**config.mk**
```make
export PLATFORM = sky130hd
export DESIGN_NAME = seq_slice_adder
export DESIGN_NICKNAME = d
export VERILOG_FILES = /design/src/rtl/seq_slice_adder.sv
export SDC_FILE = /design/constraint.sdc
export NUM_CORES = 1
export LEC_CHECK = 0
export CORE_ASPECT_RATIO = 0.9
export CORE_MARGIN = 2
export CORE_UTILIZATION = 38
export CTS_CLUSTER_SIZE = 24
export DETAILED_ROUTE_END_ITERATION = 12
export GPL_ROUTABILITY_DRIVEN = 1
export MAX_ROUTING_LAYER = met4
export PLACE_DENSITY_LB_ADDON = 0.3
export SLEW_MARGIN = 0
export SYNTH_ARGS = -nofsm -noshare
export SYNTH_HDL_FRONTEND = slang
export SYNTH_SLANG_ARGS = --single-unit
```
**constraint.sdc**
```tcl
create_clock -name clk -period 10.6 [get_ports clk]
set_clock_uncertainty 0.2 [all_clocks]
set_input_delay 2.65 -clock clk [delete_from_list [all_inputs] [get_ports clk]]
set_output_delay 2.65 -clock clk [all_outputs]
set_load 0.005 [all_outputs]
```
**src/rtl/seq_slice_adder.sv**
```systemverilog
// seq_slice_adder: multi-cycle add/sub engine, SLICE bits per RUN cycle, 4-phase req/ack completion.
// Optional early completion once the remaining carry chain is resolved: define SEQ_SLICE_ADDER_EARLY_FIN_EN.
module seq_slice_adder #(
  parameter int unsigned WIDTH = 32,
  parameter int unsigned SLICE = 4
) (
  input  logic                              clk,
  input  logic                              rst,
  input  logic                              req,
  input  logic                              sub,
  input  logic                              cin,
  input  logic [WIDTH-1:0]                  x,
  input  logic [WIDTH-1:0]                  y,
  output logic                              ack,
  output logic [WIDTH-1:0]                  s,
  output logic                              cout,
  output logic                              ovf,
  output logic [$clog2(WIDTH/SLICE):0]      cycles
);

  localparam int unsigned N  = WIDTH / SLICE;
  localparam int unsigned KW = (N > 1) ? $clog2(N) : 1;
  localparam int unsigned CW = $clog2(N) + 1;

  typedef enum logic [1:0] {
    ST_IDLE = 2'd0,
    ST_RUN  = 2'd1,
    ST_DONE = 2'd2
  } state_t;

  state_t            r_state;
  logic [WIDTH-1:0]  r_xa;
  logic [WIDTH-1:0]  r_yb;
  logic              r_c;
  logic [KW-1:0]     r_k;
  logic              r_ack;
  logic [WIDTH-1:0]  r_s;
  logic              r_cout;
  logic              r_ovf;
  logic [CW-1:0]     r_cycles;

  state_t            w_state_nxt;
  logic [WIDTH-1:0]  w_xa_nxt;
  logic [WIDTH-1:0]  w_yb_nxt;
  logic              w_c_nxt;
  logic [KW-1:0]     w_k_nxt;
  logic              w_ack_nxt;
  logic [WIDTH-1:0]  w_s_nxt;
  logic              w_cout_nxt;
  logic              w_ovf_nxt;
  logic [CW-1:0]     w_cycles_nxt;

  int unsigned       w_base;
  logic [SLICE-1:0]  w_xs;
  logic [SLICE-1:0]  w_ys;
  logic [SLICE-1:0]  w_sum;
  logic              w_carry;
  logic              w_cmsb;
  logic              w_last;

  // Bitwise ripple through the current slice; w_cmsb ends as the carry into the slice's top bit.
  always_comb begin
    w_base  = 32'(r_k) * SLICE;
    w_xs    = r_xa[w_base +: SLICE];
    w_ys    = r_yb[w_base +: SLICE];
    w_sum   = '0;
    w_carry = r_c;
    w_cmsb  = r_c;
    for (int unsigned i = 0; i < SLICE; i++) begin
      w_sum[i] = w_xs[i] ^ w_ys[i] ^ w_carry;
      w_cmsb   = w_carry;
      w_carry  = (w_xs[i] & w_ys[i]) | (w_carry & (w_xs[i] ^ w_ys[i]));
    end
    w_last = (r_k == KW'(N - 1));
  end

`ifdef SEQ_SLICE_ADDER_EARLY_FIN_EN
  logic [WIDTH-1:0]  w_upper_mask;
  logic              w_upper_gen;

  // No carry can be generated above the current slice and none is entering: upper sum is xa^yb.
  always_comb begin
    w_upper_mask = '0;
    for (int unsigned b = 0; b < WIDTH; b++) begin
      w_upper_mask[b] = (b >= (w_base + SLICE));
    end
    w_upper_gen = |(r_xa & r_yb & w_upper_mask);
  end
`endif

  // Next-state and output logic.
  always_comb begin
    w_state_nxt  = r_state;
    w_xa_nxt     = r_xa;
    w_yb_nxt     = r_yb;
    w_c_nxt      = r_c;
    w_k_nxt      = r_k;
    w_ack_nxt    = r_ack;
    w_s_nxt      = r_s;
    w_cout_nxt   = r_cout;
    w_ovf_nxt    = r_ovf;
    w_cycles_nxt = r_cycles;

    case (r_state)
      ST_IDLE: begin
        if (req) begin
          w_xa_nxt     = x;
          w_yb_nxt     = sub ? ~y : y;
          w_c_nxt      = sub ? 1'b1 : cin;
          w_k_nxt      = '0;
          w_cycles_nxt = '0;
          w_state_nxt  = ST_RUN;
        end
      end

      ST_RUN: begin
        w_s_nxt[w_base +: SLICE] = w_sum;
        w_c_nxt      = w_carry;
        w_cycles_nxt = r_cycles + CW'(1);
        if (w_last) begin
          w_cout_nxt  = w_carry;
          w_ovf_nxt   = w_cmsb ^ w_carry;
          w_ack_nxt   = 1'b1;
          w_state_nxt = ST_DONE;
        end else begin
          w_k_nxt = r_k + KW'(1);
`ifdef SEQ_SLICE_ADDER_EARLY_FIN_EN
          if (!w_carry && !w_upper_gen) begin
            w_s_nxt     = (w_s_nxt & ~w_upper_mask) | ((r_xa ^ r_yb) & w_upper_mask);
            w_cout_nxt  = 1'b0;
            w_ovf_nxt   = 1'b0;
            w_ack_nxt   = 1'b1;
            w_state_nxt = ST_DONE;
          end
`endif
        end
      end

      ST_DONE: begin
        if (!req) begin
          w_ack_nxt   = 1'b0;
          w_state_nxt = ST_IDLE;
        end
      end

      default: begin
        w_ack_nxt   = 1'b0;
        w_state_nxt = ST_IDLE;
      end
    endcase
  end

  // State and output registers; reset aborts any operation in flight.
  always_ff @(posedge clk or posedge rst) begin
    if (rst) begin
      r_state  <= ST_IDLE;
      r_xa     <= '0;
      r_yb     <= '0;
      r_c      <= 1'b0;
      r_k      <= '0;
      r_ack    <= 1'b0;
      r_s      <= '0;
      r_cout   <= 1'b0;
      r_ovf    <= 1'b0;
      r_cycles <= '0;
    end else begin
      r_state  <= w_state_nxt;
      r_xa     <= w_xa_nxt;
      r_yb     <= w_yb_nxt;
      r_c      <= w_c_nxt;
      r_k      <= w_k_nxt;
      r_ack    <= w_ack_nxt;
      r_s      <= w_s_nxt;
      r_cout   <= w_cout_nxt;
      r_ovf    <= w_ovf_nxt;
      r_cycles <= w_cycles_nxt;
    end
  end

  assign ack    = r_ack;
  assign s      = r_s;
  assign cout   = r_cout;
  assign ovf    = r_ovf;
  assign cycles = r_cycles;

endmodule

```
==> flow_summary.json, run 1 <==
{
  "cp.required_ns": 10.63,
  "critPathSlowestCell": "buf_4",
  "cts_setup_buffers": 0,
  "min_period_ns": 4.45,
  "cp.buffers_inverters": 2,
  "area_growth_pct": 29.0,
  "synth-seq-cells": 109,
  "wl_met3_microns": 452,
  "drtPass1Iterations": 4,
  "utilization_pct": 49.7,
  "ys_warn_count": 0,
  "drt_iter0_markers": 182,
  "hold_violations": 0,
  "p_sw_share_pct": 36.3,
  "r2r_cells": 9,
  "tns_ns": 0,
  "drive_above_1_share_pct": 20.9,
  "syn-num-nets": 473,
  "drc": 0,
  "layout.nets": 571,
  "syn_area_per_cell_sq_um": 12.9,
  "die_w_microns": 126,
  "power.total_mw": 2.15,
  "criticalPathCategory": "in2reg",
  "insertedDiodeCount": 0,
  "cp_num_cells": 4,
  "crit_path_max_fanout": 74,
  "ant_nets": 0,
  "start_util_pct": 38.6,
  "status": "finished clean",
  "clk_path_buf_depth": 2,
  "whs_path_depth": 1,
  "synth_cells": 395,
  "fin_crit_sh_pct": 42.0,
  "power.leakage_nw": 2.69,
  "grt.total_usage_pct": 16.0,
  "grt_overflow": 0,
  "arrival_ns": 4.48,
  "hold_path_class": "reg2reg",
  "crit_path_end_kind": "flop",
  "dp_hpwl_mm": 7.52,
  "synth-seq-area-share_pct": 53.5,
  "switchingPower_mw": 0.782,
  "setup_viol": 0,
  "path_clk_slew_ns": 0.07,
  "fmax_mhz": 225,
  "synth_cell_type_count": 36,
  "worst_pin_slew_ns": 0.978,
  "htree_levels": 3,
  "relSlewSlack_pct": 34.8,
  "clkPwrFrac_pct": 14.7,
  "top_layer_used": "met4",
  "p_int_mw": 1.37,
  "wl_mm": 10.5,
  "regToRegSetupSlack_ns": 6.37,
  "pwr-share-seq_pct": 35.2,
  "ios": 108,
  "wl_met1_mm": 5.10,
  "netlist_area_sq_um": 5090,
  "vdd.ir_drop.worst_v": 0.000226,
  "globalplace.congestion": 0.793,
  "grt_pass1_wl_mm": 17.4,
  "path_delay_family": "buffers and inverters",
  "crit_path_start_kind": "primary input",
  "die_h_microns": 114,
  "first_global_vias": 3356,
  "cts_made_buffers": 9,
  "rows": 40,
  "routed-via-count": 3317,
  "ctsRootBufferMaster": "clkbuf_16",
  "power_density_nw_per_um2": 327,
  "ctsHoldBuffers": 0,
  "detail_route.vias_per_cell": 4.98,
  "drv_cap": 0,
  "insertion_delay_ns": 0.34,
  "core_sq_um": 13200,
  "dr_wl_met2_mm": 4.90,
  "cts_resized": 0,
  "clkSinkCount": 109,
  "wl_per_cell_microns": 15.8,
  "cts_tree": "done",
  "antenna_found_initial": 0,
  "rsz0062_at_grt": "no",
  "dieArea_sq_um": 14300,
  "crit_path_cell_trace": "clkdlybuf4s50_1 -> nor3b_2 -> buf_4 -> mux2_2",
  "grt_max_degree": 78,
  "pwr-share-comb_pct": 50.1,
  "max_stage_delay_ns": 0.59,
  "drv_slew": 0,
  "placement.io_buffers": 107
}
[Yosys cell counts (all sizes together)]
cell	number	share of area [%]
clkbuf	13	0.96
a21oi	34	3.3
buf	12	1.4
nor3	1	0.098
nor4b	1	0.17
or4	1	0.22
nor2	36	2.7
nor3b	2	0.29
xor2	1	0.17
mux4	16	7.4
nor2b	2	0.25
a22o	3	0.52
inv	4	0.29
nand2b	3	0.37
dfrtp	109	54
mux2	66	15
o21ai	4	0.39
nand4	3	0.37
nand3	1	0.098
ha	5	1.2
mux2i	1	0.20
clkinv	1	0.074
and4bb	1	0.25
o221a	1	0.22
or3b	1	0.17
and3	2	0.25
o21bai	1	0.15
nand2	29	2.1
or2	1	0.17
xnor2	33	5.7
nand3b	3	0.44
fa	4	1.6
[per-layer routing]
layer / track usage [%] / up-vias
li1: - / 1575
met1: 22.1 / 1649
met2: 24.3 / 84
met3: 4.17 / 9
met4: 3.30 / 0
met5: - / -
[through the flow]
step / hold WS (ns) / std cells / setup slack (ns) / cell area [sq um]
CTS: 0.290 / 666 / 6.18 / 6570
global placement: 0.282 / 650 / 5.88 / 6290
global route: 0.316 / 666 / 6.04 / 6570
finish: 0.276 / 666 / 6.15 / 6570
detailed placement: 0.281 / 650 / 5.81 / 6290
floorplan: 0.270 / 395 / 4.88 / 5090
[sequential cells by signal, summed over array words and instances (netlist names)]
| register | count |
|---|---|
| cout | 1 |
| r_state | 2 |
| ack | 1 |
| s | 32 |
| ovf | 1 |
| r_yb | 32 |
| r_c | 1 |
| cycles | 4 |
| r_xa | 32 |
| r_k | 3 |
[cells in the final DEF (no fill, tap or decap), types with 9 or more instances in the layout]
cell type | netlist | routed
dfrtp_1 | 109 | 109
clkdlybuf4s50_1 | 0 | 106
mux2_2 | 62 | 62
nor2_1 | 36 | 36
a21oi_1 | 34 | 34
xnor2_1 | 33 | 33
nand2_1 | 29 | 29
mux4_2 | 11 | 11
clkbuf_16 | 0 | 9
[kinds of logic (layout without fill, tap and decap cells)]
kind of cell               count (synthesis)  in the layout  synth area share, %
AOI/OAI and AO/OA                         43             43                 4.62
xor gates and xnor gates                  34             34                 5.85
adders and majority gates                  9              9                 2.80
buffers and inverters                     30            133                 2.73
DFF                                      109            109                 53.5
muxes                                     83             83                 22.5
and+or+nand+nor                           87             87                 7.93
[cell type report]
class / count / area (sq um)
Sequential cell: 109 / 2730
Multi-Input combinational cell: 256 / 2230
Inverter: 5 / 21.3
Timing Repair Buffer: 112 / 1100
Tap cell: 168 / 210
Clock inverter: 5 / 32.5
Fill cell: 1196 / 6640
Clock buffer: 11 / 243
[path summary, 6_finish.rpt]
kind,from,to
worst max-delay path,req,r_xa[5]
worst min-delay path,cycles[3],cycles[3]
worst max register to register,r_k[0],s[3]
worst min register to register,cycles[3],cycles[3]
max in group asynchronous,rst,ack
min in group asynchronous,rst,s[8]
[power by group through the flow]
| stage | clock [mW] | combinational (mW) | sequential (mW) |
|---|---|---|---|
| CTS | 0.324 | 1.11 | 0.759 |
| detailed placement | 0 | 1.10 | 0.767 |
| finish | 0.315 | 1.08 | 0.758 |
| global route | 0.341 | 1.20 | 0.789 |
| floorplan | 0 | 0.716 | 0.721 |
| global placement | 0 | 1.07 | 0.754 |
Power figures use the tool's default switching activity.
==> run 2, diff against run 1 <==
==> constraint.sdc (replaced) <==
create_clock -name clk -period 3.9 [get_ports clk]
set_clock_uncertainty 0.2 [all_clocks]
set_input_delay 0.975 -clock clk [delete_from_list [all_inputs] [get_ports clk]]
set_output_delay 0.975 -clock clk [all_outputs]
set_load 0.005 [all_outputs]
==> run 2 against run 1 <==
Compared with the run above: wire length about the same; largest cell class unchanged; register-to-register slack got worse by 6.2 ns; first-iteration DRC count shrank 18%; setup slack worse by 5.9 ns; critical endpoint is now s[3]; largest power group unchanged; combinational power rose to 2.7 times the previous value; non-clock buffer count up 3.
==> flow_summary.json, run 2 (synthesis results as in run 1) <==
{
  "status": "finished clean",
  "grt_overflow": 0,
  "layout_common_cells": "108 x dfrtp_1, 106 x clkdlybuf4s50_1, 62 x mux2_2, 36 x nor2_1, 34 x a21oi_1",
  "clkSinkCount": 109,
  "dr_wl_met2_mm": 4.95,
  "max_stage_delay_ns": 0.58,
  "final_cells": 668,
  "globalplace.congestion": 0.759,
  "start_util_pct": 38.6,
  "clk_path_buf_depth": 2,
  "cts_made_buffers": 9,
  "ctsRootBufferMaster": "clkbuf_16",
  "hold_path_class": "reg2reg",
  "placement.io_buffers": 107,
  "setup_viol": 0,
  "grt.total_usage_pct": 15.9,
  "die_h_microns": 114,
  "vdd.ir_drop.worst_v": 0.000522,
  "dp_cells": 653,
  "drc": 0,
  "path_clk_slew_ns": 0.07,
  "htree_levels": 3,
  "core_sq_um": 13200,
  "crit_path_end_kind": "flop",
  "worst_pin_slew_ns": 0.857,
  "min_period_ns": 3.69,
  "crit_path_start_kind": "flop",
  "drt_iter0_markers": 149,
  "dp_hpwl_mm": 7.57,
  "fmax_mhz": 271,
  "cp_common_cell": "fa_1",
  "wl_met3_microns": 577,
  "power_density_nw_per_um2": 889,
  "rsz0062_at_grt": "no",
  "cp.required_ns": 3.93,
  "wl_mm": 10.5,
  "crit_path_max_fanout": 8,
  "insertedDiodeCount": 0,
  "place_area_sq_um": 6340,
  "fin_crit_sh_pct": 94.7,
  "utilization_pct": 50.2,
  "drv_slew": 0,
  "antenna_found_initial": 0,
  "arrival_ns": 3.72,
  "top_layer_used": "met4",
  "final_common_cell": "dfrtp_1",
  "area_growth_pct": 30.1,
  "dieArea_sq_um": 14300,
  "power.total_mw": 5.89,
  "power.leakage_nw": 2.70,
  "fin_area_sq_um": 6630,
  "routed-via-count": 3314,
  "cts_setup_buffers": 0,
  "whs_ns": 0.271,
  "setup_ws_ns": 0.208,
  "wl_met1_mm": 4.88,
  "grt_pass1_wl_mm": 17.3,
  "detail_route.vias_per_cell": 4.96,
  "ios": 108,
  "cts_tree": "done",
  "tns_ns": 0,
  "critPathSlowestCell": "fa_1",
  "pre_cts_slack_ns": 0.0885,
  "layout.nets": 574,
  "criticalPathCategory": "reg2reg",
  "drive_above_1_share_pct": 21.2,
  "drtPass1Iterations": 4,
  "die_w_microns": 126,
  "insertion_delay_ns": 0.34,
  "hold_violations": 0,
  "first_global_vias": 3376,
  "rows": 40,
  "wl_per_cell_microns": 15.8,
  "crit_path_cell_trace": "mux4_1 -> nand2_1 -> nand2_1 -> fa_1 -> fa_1 -> fa_1 -> fa_1 -> mux2_4",
  "grt_max_degree": 110,
  "ant_nets": 0,
  "relSlewSlack_pct": 42.9,
  "drv_cap": 0
}
run 2: final timing paths:
path,endpoint,slack (ns),cells after the start,start
max in group asynchronous,r_k[0],2.10,3,rst
min in group asynchronous,r_xa[25],0.92,3,rst
worst max register to register,s[3],0.21,8,r_k[0]
worst min register to register,cycles[3],0.27,1,cycles[3]
worst min-delay path,cycles[3],0.27,1,cycles[3]
worst max-delay path,s[3],0.21,8,r_k[0]
run 2: cell type report:
cell class	instances	area [sq um]
flip-flops and latches	109	2730
clock inverters	4	50.0
repair buffers	115	1150
well taps	168	210
clock buffers	11	233
inverters	5	22.5
fillers	1180	6590
multi-input cells	256	2230
run 2: layer usage:
metal | vias up | GRT usage (%)
li1 | 1585 | -
met5 | - | -
met4 | 0 | 4.40
met1 | 1643 | 20.5
met2 | 74 | 24.8
met3 | 12 | 4.55
run 2: repair_timing:
item                       4_1_cts  5_1_grt
gates resized for setup          0        1
setup endpoints to repair        0        8
hold buffers                     0        0
run 2: critical path, delay by kind of cell (launching register included):
family	cells	cell delay [ns]
adder cells (fa/ha/maj)	4	1.85
flip-flops	1	0.49
AND/OR/NAND/NOR	2	0.16
multiplexers	2	0.88
run 2: report_power, final:
part           internal (mW)  total (mW)  switching (mW)
logic                   1.60        2.94            1.34
registers               1.70        2.06           0.359
clock network          0.494       0.887           0.393
==> run 3, diff against run 2 <==
--- a/config.mk
+++ b/config.mk
@@ -7,13 +7,13 @@
 export LEC_CHECK = 0
 export CORE_ASPECT_RATIO = 0.9
 export CORE_MARGIN = 2
-export CORE_UTILIZATION = 38
+export CORE_UTILIZATION = 45
+export CTS_CLUSTER_DIAMETER = 30
 export CTS_CLUSTER_SIZE = 24
 export DETAILED_ROUTE_END_ITERATION = 12
 export GPL_ROUTABILITY_DRIVEN = 1
 export MAX_ROUTING_LAYER = met4
 export PLACE_DENSITY_LB_ADDON = 0.3
-export SLEW_MARGIN = 0
 export SYNTH_ARGS = -nofsm -noshare
 export SYNTH_HDL_FRONTEND = slang
 export SYNTH_SLANG_ARGS = --single-unit
==> run 3 against run 2 <==
Compared with the run above: wire length rose by 1.4%; via count rose by 2.1%; non-clock buffer count grew 2; first-iteration DRC count rose by 74%; utilization rose by 10 points; flip-flop and latch count unchanged; total power increased by 0.83%; sequential power about the same; critical endpoint is now s[15].
==> flow_summary.json, run 3 (synthesis results as in run 1) <==
{
  "grt.total_usage_pct": 19.6,
  "drive_above_1_share_pct": 22.1,
  "pre_cts_slack_ns": 0.137,
  "ctsRootBufferMaster": "clkbuf_16",
  "crit_path_start_kind": "flop",
  "tns_ns": 0,
  "drv_slew": 0,
  "rows": 36,
  "ios": 108,
  "criticalPathCategory": "reg2reg",
  "final_common_cell": "dfrtp_1",
  "layout_common_cells": "108 x dfrtp_1, 106 x clkdlybuf4s50_1, 62 x mux2_2, 36 x nor2_1, 34 x a21oi_1",
  "placement.io_buffers": 107,
  "cts_tree": "done",
  "regToRegSetupSlack_ns": 0.23,
  "cp.buffers_inverters": 0,
  "vdd.ir_drop.worst_v": 0.000730,
  "cts_setup_buffers": 0,
  "path_clk_slew_ns": 0.07,
  "met1_usage_pct": 26.5,
  "insertedDiodeCount": 0,
  "crit_path_max_fanout": 8,
  "crit_path_cell_trace": "mux4_1 -> nand2_1 -> nand2_1 -> fa_1 -> fa_1 -> fa_1 -> fa_1 -> mux2_2",
  "final_cells": 655,
  "clkSinkCount": 109,
  "grt_max_degree": 100,
  "hold_violations": 0,
  "routed-via-count": 3384,
  "layout.nets": 576,
  "place_area_sq_um": 6330,
  "grt_pass1_wl_mm": 18.1,
  "detail_route.vias_per_cell": 5.17,
  "critPathSlowestCell": "mux4_1",
  "r2r_cells": 8,
  "drv_cap": 0,
  "grtUsageMet2_pct": 30.9,
  "dp_hpwl_mm": 7.80,
  "path_delay_family": "adder cells",
  "fmax_mhz": 273,
  "cts_made_buffers": 9,
  "power.leakage_nw": 2.72,
  "setup_ws_ns": 0.232,
  "status": "finished clean",
  "core_sq_um": 10900,
  "ant_nets": 0,
  "max_stage_delay_ns": 0.59,
  "start_util_pct": 46.5,
  "relSlewSlack_pct": 36.8,
  "arrival_ns": 3.69,
  "multi_input_area_sq_um": 2230,
  "wl_per_cell_microns": 16.3,
  "setup_viol": 0,
  "whs_path_depth": 1,
  "antenna_found_initial": 0,
  "power.total_mw": 5.94,
  "cp.required_ns": 3.92,
  "n_fill_cell": 891,
  "hp-start": "cycles[3]",
  "grt_overflow": 0,
  "dieArea_sq_um": 12200,
  "r2r-end": "s[15]",
  "utilization_pct": 60.6,
  "first_global_vias": 3537,
  "die_h_microns": 105,
  "area_growth_pct": 30.3,
  "use_met3_pct": 3.31,
  "hold_path_class": "reg2reg",
  "whs_ns": 0.285,
  "cp_common_cell": "fa_1",
  "die_w_microns": 116,
  "globalplace.congestion": 0.792,
  "wl_mm": 10.7,
  "min_period_ns": 3.67,
  "drt_iter0_markers": 259,
  "clk_path_buf_depth": 2,
  "ff_latch_area_sq_um": 2730,
  "fin_area_sq_um": 6640,
  "insertion_delay_ns": 0.34,
  "drc": 0,
  "timing.rr.start": "r_k[0]",
  "hold_path_end": "cycles[3]",
  "grt_most_used_layer": "met2",
  "power_density_nw_per_um2": 895,
  "htree_levels": 3,
  "fin_crit_sh_pct": 94.1,
  "dp_cells": 639,
  "worst_pin_slew_ns": 0.947,
  "rsz0062_at_grt": "no",
  "crit_path_end_kind": "flop",
  "drtPass1Iterations": 4
}
## run 3: cell count changes in the layout (fill, tap and decap cells not counted)
cell        before  now
clkinvlp_4       3    2
clkbuf_8         0    1
inv_8            0    1
buf_12           2    1
clkbuf_1         2    0
clkinv_4         0    2
buf_4            6    9
## run 3: cell type report
cell class | count | area share, %
Multi-Input combinational cell | 256 | 33.6
Timing Repair Buffer | 117 | 17.4
Inverter | 5 | 0.339
Tap cell | 152 | 2.87
Clock buffer | 10 | 3.60
Clock inverter | 6 | 1.07
Sequential cell | 109 | 41.1
## run 3: metal layers
| layer | vias up | routed length, microns |
|---|---|---|
| li1 | 1584 | - |
| met1 | 1685 | 4810 |
| met2 | 103 | 5310 |
| met3 | 12 | 409 |
| met4 | 0 | 157 |
| met5 | - | 0 |
## run 3: worst reg2reg max path, delay by kind of cell (launching register included)
family                     cells  cell delay [ns]
adders and majority gates      4             1.81
DFF                            1             0.47
muxes                          2             0.90
and+or+nand+nor                2             0.17
## run 3: worst max path at each step
| stage | startpoint | endpoint | slack, ns | cells past startpoint |
|---|---|---|---|---|
| floorplan | r_k[0] | s[3] | 0.24 | 9 |
| global placement | r_k[0] | s[3] | 0.21 | 8 |
| detailed placement | r_k[0] | s[15] | 0.14 | 8 |
| CTS | r_k[0] | s[15] | 0.11 | 8 |
| global route | r_k[0] | s[19] | 0.07 | 8 |
| finish | r_k[0] | s[15] | 0.23 | 8 |
## run 3: timing repair
| action | in CTS | in global routing |
|---|---|---|
| hold buffers | 0 | 0 |
| gates resized for setup | 0 | 1 |
| setup endpoints to repair | 0 | 8 |
## run 3: where the power goes
part | switching, mW | internal [mW]
logic | 1.35 | 1.60
registers | 0.354 | 1.70
clock network | 0.414 | 0.521
total | 2.12 | 3.82
